**src/rtl/pipeline_pkg.sv**
```systemverilog
// pipeline_pkg: shared definitions for the pipeline sequencer and the
// pipeline-register flush muxes.
//   state_t    : sequencer state encoding (RUN / MEM_WAIT / ERROR)
//   ctl_t      : bundle of register load enables and NOP-insert flushes
//   NOP_INSTR  : instruction word the flush muxes substitute (addi x0,x0,0)
//   run_ctl()  : load/flush decode for a non-frozen cycle
package pipeline_pkg;

  typedef enum logic [1:0] {
    RUN      = 2'd0,
    MEM_WAIT = 2'd1,
    ERROR    = 2'd2
  } state_t;

  localparam logic [31:0] NOP_INSTR = 32'h0000_0013;

  typedef struct packed {
    logic pc;
    logic ifid;
    logic idex;
    logic exmem;
    logic memwb;
    logic ifid_flush;
    logic idex_flush;
  } ctl_t;

  // Decode for a cycle where the data memory is not holding the pipe.
  // A taken branch squashes both younger instructions, which also disposes
  // of any load-use hazard, so branch is checked first.
  function automatic ctl_t run_ctl(input logic branch, input logic load_use);
    ctl_t c;
    c            = '1;
    c.ifid_flush = 1'b0;
    c.idex_flush = 1'b0;
    if (branch) begin
      c.ifid_flush = 1'b1;
      c.idex_flush = 1'b1;
    end else if (load_use) begin
      // Hold PC and IF/ID, push a bubble into EX; older stages keep moving.
      c.pc         = 1'b0;
      c.ifid       = 1'b0;
      c.idex_flush = 1'b1;
    end
    return c;
  endfunction

endpackage

```
**src/rtl/pipeline_ctrl_hazard_detect.sv**
```systemverilog
// hazard_detect: combinational load-use comparator. Also used by the
// forwarding unit, so it carries no state and no clock.
//   rs1, rs2  : source registers of the instruction in ID
//   rd        : destination register of the instruction in EX
//   mem_read  : instruction in EX is a load
//   load_use  : ID needs a value the EX load has not produced yet
module hazard_detect import pipeline_pkg::*; #(
  parameter int REG_ADDR_W = 5
) (
  input  logic [REG_ADDR_W-1:0] rs1,
  input  logic [REG_ADDR_W-1:0] rs2,
  input  logic [REG_ADDR_W-1:0] rd,
  input  logic                  mem_read,
  output logic                  load_use
);

  // x0 is hard-wired zero, so a load targeting it never creates a hazard.
  assign load_use = mem_read && (rd != '0) && ((rd == rs1) || (rd == rs2));

endmodule

```
**src/rtl/pipeline_ctrl.sv**
```systemverilog
// pipeline_ctrl: central sequencer for the PC, IF/ID, ID/EX, EX/MEM and
// MEM/WB registers. Resolves load-use stalls, taken-branch flushes and
// multi-cycle data-memory waits; a wait longer than WAIT_MAX cycles halts
// the pipe in ERROR until reset.
// Ports:
//   clk, rst (async, active low)
//   id_rs1/id_rs2/ex_rd/ex_mem_read : load-use hazard inputs
//   ex_branch_taken                 : branch resolved taken in EX
//   mem_access/mem_ready            : data-memory handshake from MEM
//   mem_req                         : data-memory request
//   *_load, ifid_flush, idex_flush  : pipeline register controls
//   mem_err                         : sticky wait-timeout error
//   stall_cycles                    : frozen/stalled cycle count (PERF_CNT_EN)
// Build option: define PERF_CNT_EN to add the stall_cycles counter/port.
module pipeline_ctrl import pipeline_pkg::*; #(
  parameter int REG_ADDR_W = 5,
  parameter int WAIT_MAX   = 15,
  parameter int WAIT_W     = 4,
  parameter int CNT_W      = 16
) (
  input  logic                  clk,
  input  logic                  rst,
  input  logic [REG_ADDR_W-1:0] id_rs1,
  input  logic [REG_ADDR_W-1:0] id_rs2,
  input  logic [REG_ADDR_W-1:0] ex_rd,
  input  logic                  ex_mem_read,
  input  logic                  ex_branch_taken,
  input  logic                  mem_access,
  input  logic                  mem_ready,
  output logic                  mem_req,
  output logic                  pc_load,
  output logic                  ifid_load,
  output logic                  idex_load,
  output logic                  exmem_load,
  output logic                  memwb_load,
  output logic                  ifid_flush,
  output logic                  idex_flush,
  output logic                  mem_err
`ifdef PERF_CNT_EN
  ,
  output logic [CNT_W-1:0]      stall_cycles
`endif
);

  if (WAIT_MAX < 1 || WAIT_MAX >= (1 << WAIT_W) || CNT_W < 1) begin : g_bad_cfg
    $error("pipeline_ctrl: WAIT_MAX must be 1..2^WAIT_W-1 and CNT_W >= 1");
  end

  localparam logic [WAIT_W-1:0] WAIT_LIM = WAIT_W'(WAIT_MAX);

  state_t            state, state_nxt;
  logic [WAIT_W-1:0] wait_cnt, wait_nxt;
  logic              err_nxt;
  logic              load_use;
  logic              req;
  ctl_t              ctl, ctl_o;

  hazard_detect #(.REG_ADDR_W(REG_ADDR_W)) u_hazard (
    .rs1      (id_rs1),
    .rs2      (id_rs2),
    .rd       (ex_rd),
    .mem_read (ex_mem_read),
    .load_use (load_use)
  );

  always_ff @(posedge clk or negedge rst) begin
    if (!rst) begin
      state    <= RUN;
      wait_cnt <= '0;
      mem_err  <= 1'b0;
    end else begin
      state    <= state_nxt;
      wait_cnt <= wait_nxt;
      mem_err  <= err_nxt;
    end
  end

  always_comb begin
    state_nxt = state;
    wait_nxt  = wait_cnt;
    err_nxt   = mem_err;
    ctl       = '0;
    req       = 1'b0;
    case (state)
      RUN: begin
        req = mem_access;
        // An unfinished memory access freezes everything and masks
        // branch/load-use; they are re-evaluated on the ready cycle.
        if (mem_access && !mem_ready) begin
          state_nxt = MEM_WAIT;
          wait_nxt  = WAIT_W'(1);
        end else begin
          ctl = run_ctl(ex_branch_taken, load_use);
        end
      end
      MEM_WAIT: begin
        req = 1'b1;
        if (mem_ready) begin
          ctl       = run_ctl(ex_branch_taken, load_use);
          state_nxt = RUN;
          wait_nxt  = '0;
        end else if (wait_cnt == WAIT_LIM) begin
          state_nxt = ERROR;
          err_nxt   = 1'b1;
        end else begin
          wait_nxt = wait_cnt + 1'b1;
        end
      end
      ERROR: begin
        err_nxt = 1'b1;
      end
      default: begin
        state_nxt = RUN;
        wait_nxt  = '0;
      end
    endcase
  end

  // Reset gates the outputs directly so they drop the moment rst falls,
  // aborting any in-flight memory request.
  assign ctl_o      = rst ? ctl : '0;
  assign mem_req    = rst & req;
  assign pc_load    = ctl_o.pc;
  assign ifid_load  = ctl_o.ifid;
  assign idex_load  = ctl_o.idex;
  assign exmem_load = ctl_o.exmem;
  assign memwb_load = ctl_o.memwb;
  assign ifid_flush = ctl_o.ifid_flush;
  assign idex_flush = ctl_o.idex_flush;

`ifdef PERF_CNT_EN
  // Counts every non-ERROR cycle the front end is held, saturating.
  always_ff @(posedge clk or negedge rst) begin
    if (!rst)
      stall_cycles <= '0;
    else if (!pc_load && state != ERROR && stall_cycles != '1)
      stall_cycles <= stall_cycles + 1'b1;
  end
`endif

endmodule

```
**config.mk**
```make
export PLATFORM = sky130hd
export DESIGN_NAME = pipeline_ctrl
export DESIGN_NICKNAME = d
export VERILOG_FILES = /design/src/rtl/pipeline_pkg.sv /design/src/rtl/pipeline_ctrl_hazard_detect.sv /design/src/rtl/pipeline_ctrl.sv
export SDC_FILE = /design/constraint.sdc
export NUM_CORES = 1
export LEC_CHECK = 0
export ABC_CLOCK_PERIOD_IN_PS = 1950
export CAP_MARGIN = 20
export CORE_MARGIN = 2
export CORE_UTILIZATION = 43
export CTS_BUF_LIST = sky130_fd_sc_hd__clkbuf_2 sky130_fd_sc_hd__clkbuf_4 sky130_fd_sc_hd__clkbuf_8
export DETAILED_ROUTE_END_ITERATION = 12
export GPL_TIMING_DRIVEN = 0
export PLACE_DENSITY_LB_ADDON = 0.15
export SLEW_MARGIN = 20
export SYNTH_ARGS = -nofsm -noshare
export SYNTH_HDL_FRONTEND = slang
export SYNTH_HIERARCHICAL = 1
export SYNTH_SLANG_ARGS = --single-unit
```
**constraint.sdc**
```tcl
create_clock -name clk -period 1.95 [get_ports clk]
set_input_delay 0.195 -clock clk [delete_from_list [all_inputs] [get_ports clk]]
set_output_delay 0.195 -clock clk [all_outputs]
set_load 0.02 [all_outputs]
```
==> results by group <==
Clocking
  – Clk buf depth: 2
  – Clock transition at path regs: 50 ps
  – # H-tree levels: 1
  – Clock Latency Late Sink: 260 ps
  – Root buffer cell: clkbuf_4
  – CTS tree: built
  – Clock sinks: 7
  – CTS buffer count: 3

STA
  – Final period utilization: 97.10%
  – Fmax: about 530 MHz
  – Setup Viol. Count Final: 0
  – Final Hold Vio Count: 0
  – Slew at the pin closest to its max-slew limit: 434.6 ps
  – RSZ-0062 raised after global routing: false
  – Setup Skew: 1.255 ps
  – Max Slew Vio Count: 0
  – Worst rel slew slack: approximately 71%
  – Final min period: 1893 ps

Power
  – VDD IR max: 0.4578 mV
  – Design Power: 0.0004954 W
  – P_leak: 0.4307 nW
  – P per Cell Area: 535.8 nW/um^2

Critical path
  – Slowest stage delay, CP: 570 ps
  – Class of the most critical setup path: in -> out
  – CP startpoint kind: primary input
  – Crit-path cells: dlygate4sd2_1, or4_1, o21ai_2, a21oi_2, a21oi_2, clkdlybuf4s15_1
  – Largest fanout on the critical path: 3
  – Critical path endpoint category: output port
  – CP max-delay cell: or4_1
  – CP most frequent cell: a21oi_2
  – CP arrival: 1700 ps
  – Worst Path Required: 1750 ps
  – Reg2Reg Setup Slack: 520 ps

Global route
  – Total gr overflow: 0
  – Global-route wire length before repair: 2387 um
  – Largest net degree at the start of global routing: 11
  – Antenna violations before repair: 0
  – Gr usage total: 23.13%
  – Vias in the first global route: ~570

Route
  – Routed WL per cell: between 10 and 15 um
  – Drt pass-1 iters: 4
  – First DRT Iteration DRCs: 10
  – Final wirelength: roughly 1700 um
  – Post-DRT Antenna Nets: 0
  – Remaining DRCs: 0
  – Via Count: 636
  – Routed vias/inst: 5.483

Yosys
  – Syn avg cell area: ~8.4 sq um
  – Synth async-reset ratio: 100.0%
  – Synth cell types: 28
  – Ys flop type: dfrtp_1
  – Post-Synthesis Cells: between 60 and 70
  – Post-synthesis instance area: 565.5 sq um
  – YS warnings: 6
  – Number of synthesized flops with an enable pin: 0
  – Seq cells post-synth: 7
  – Post-synthesis sequential area ratio: between 30% and 40%
  – Mapped Nets: 89

Job
  – MaxCap Viol Count: 0

Place
  – Final Wtd Congestion: 0.7328
  – HPWL after DPL: roughly 1200 um
  – Port-buffer cells: 29
  – Placed insts: 111

Finish
  – Diodes inserted: 0
  – Synth-to-Final Area Change: 63.50%
  – Layout net count: 124
  – Layout cells sized above 1: 18.81%
  – Layout Cells excl Fill: 116

Die
  – FP Rows: 13
  – Ports: 30
  – Die Y-Extent: 40.27 um
  – Chip width: 40.27 um
  – Initial Utilization: 44.58%
  – Core Box Area: between 1000 and 1500 sq um
  – Die area: 1621 sq um

Outcome
  – Run status: complete, no violations

Worst hold path
  – Worst min-delay path class: in -> async
[layout by cell type, fill, tap and decap left out, drive strengths merged]
master         count
clkdlybuf4s15      1
o221ai             1
and3               2
dlygate4sd3        1
o22ai              1
inv                4
nand2              4
or3b               1
nor2               6
xor2               6
or4                1
xnor2              4
nor3               2
o211ai             2
a211oi             1
clkdlybuf4s50     15
nor2b              2
o21ai              4
nand3              4
a22oi              1
clkbuf             6
a311o              1
buf                4
dlygate4sd2        8
dlymetal6s2s       3
dfrtp              7
a2111oi            1
nand4b             1
nand4              2
ha                 1
a21oi              4
[worst max-delay path: cells and delay by family]
kind / cells / cell delay [ps]
AOI/OAI and AO/OA: 3 / 350
buffers and inverters: 2 / 580
and+or+nand+nor: 1 / 570
[final timing paths]
kind,startpoint,endpoint,cells after the start
max,ex_rd[1],ifid_load,6
min,rst,wait_cnt[1]$_DFFE_PN0P_,2
max reg2reg,wait_cnt[0]$_DFFE_PN0P_,state[0]$_DFFE_PN0P_,3
min reg2reg,mem_err$_DFFE_PN0P_,mem_err$_DFFE_PN0P_,2
max in group asynchronous,rst,mem_err$_DFFE_PN0P_,2
min in group clk,mem_err$_DFFE_PN0P_,mem_err$_DFFE_PN0P_,2
[logic make-up (layout without fill, tap and decap cells)]
logic type	after synthesis	in the layout	synth area share, %
AOI/OAI and AO/OA	16	16	19.25
xor gates and xnor gates	10	10	15.49
adders and majority gates	1	1	2.212
buffers and inverters	8	42	7.964
DFF	7	7	30.97
and+or+nand+nor	25	25	24.11
[sequential cells by signal, indices dropped and copies added (netlist names)]
name	cells
wait_cnt	4
state	2
mem_err	1
[power by group]
group	internal (W)	total (W)	leakage [nW]	switching (W)
combinational	0.0000871	0.000165	0.324	0.0000783
sequential	0.000160	0.000180	0.0879	0.0000196
clock	0.0000922	0.000150	0.0184	0.0000576
total	0.000340	0.000495	0.431	0.000156
[cells in the mapped netlist, types with 2 or more instances]
cell,number,share of area (%)
xnor2_1,4,6.2
nand2_1,4,2.7
o21ai_0,3,2.7
xor2_1,6,9.3
nor3_1,2,1.8
nand3_1,4,3.5
nand4_1,2,2.2
nor2b_1,2,2.2
a21oi_1,4,3.5
dfrtp_1,7,31
buf_4,3,4.0
inv_1,4,2.7
nor2_1,6,4.0
o211ai_1,2,2.7
[metrics by stage]
stage	worst slack, ps	setup TNS (ps)	utilization [%]	hold WS (ps)	cell area, sq um
finish	56.53	0	72.88	486.6	924.6
detailed placement	-548.6	-2638	68.93	470.4	874.6
floorplan	236.1	0	-	-100.6	565.5
global route	12.83	0	72.88	537.9	924.6
CTS	35.20	0	72.29	487.4	917.1
global placement	-542.8	-2491	68.93	459.6	874.6
[cell type report]
type	count	area (sq um)
well taps	15	18.77
clock buffers	4	30.03
repair buffers	30	287.8
fillers	111	344.1
inverters	4	15.01
plain buffers	4	30.03
multi-input cells	52	367.9
flip-flops and latches	7	175.2
[what timing repair did]
item                                   4_1_cts  5_1_grt
gates cloned                                 0        0
pin swaps                                    1        3
setup endpoints to repair                    8        6
gates resized for setup                     18        9
hold buffers                                 1        0
endpoints found under the hold margin        7        0
setup buffers                                0        0
[routing by layer]
layer  GRT usage (%)  share of wire [%]
met4           15.83                2.0
met3           2.778                9.7
met1           25.93                 42
met5               0                  0
met2           40.32                 46
Power figures use the tool's default switching activity.
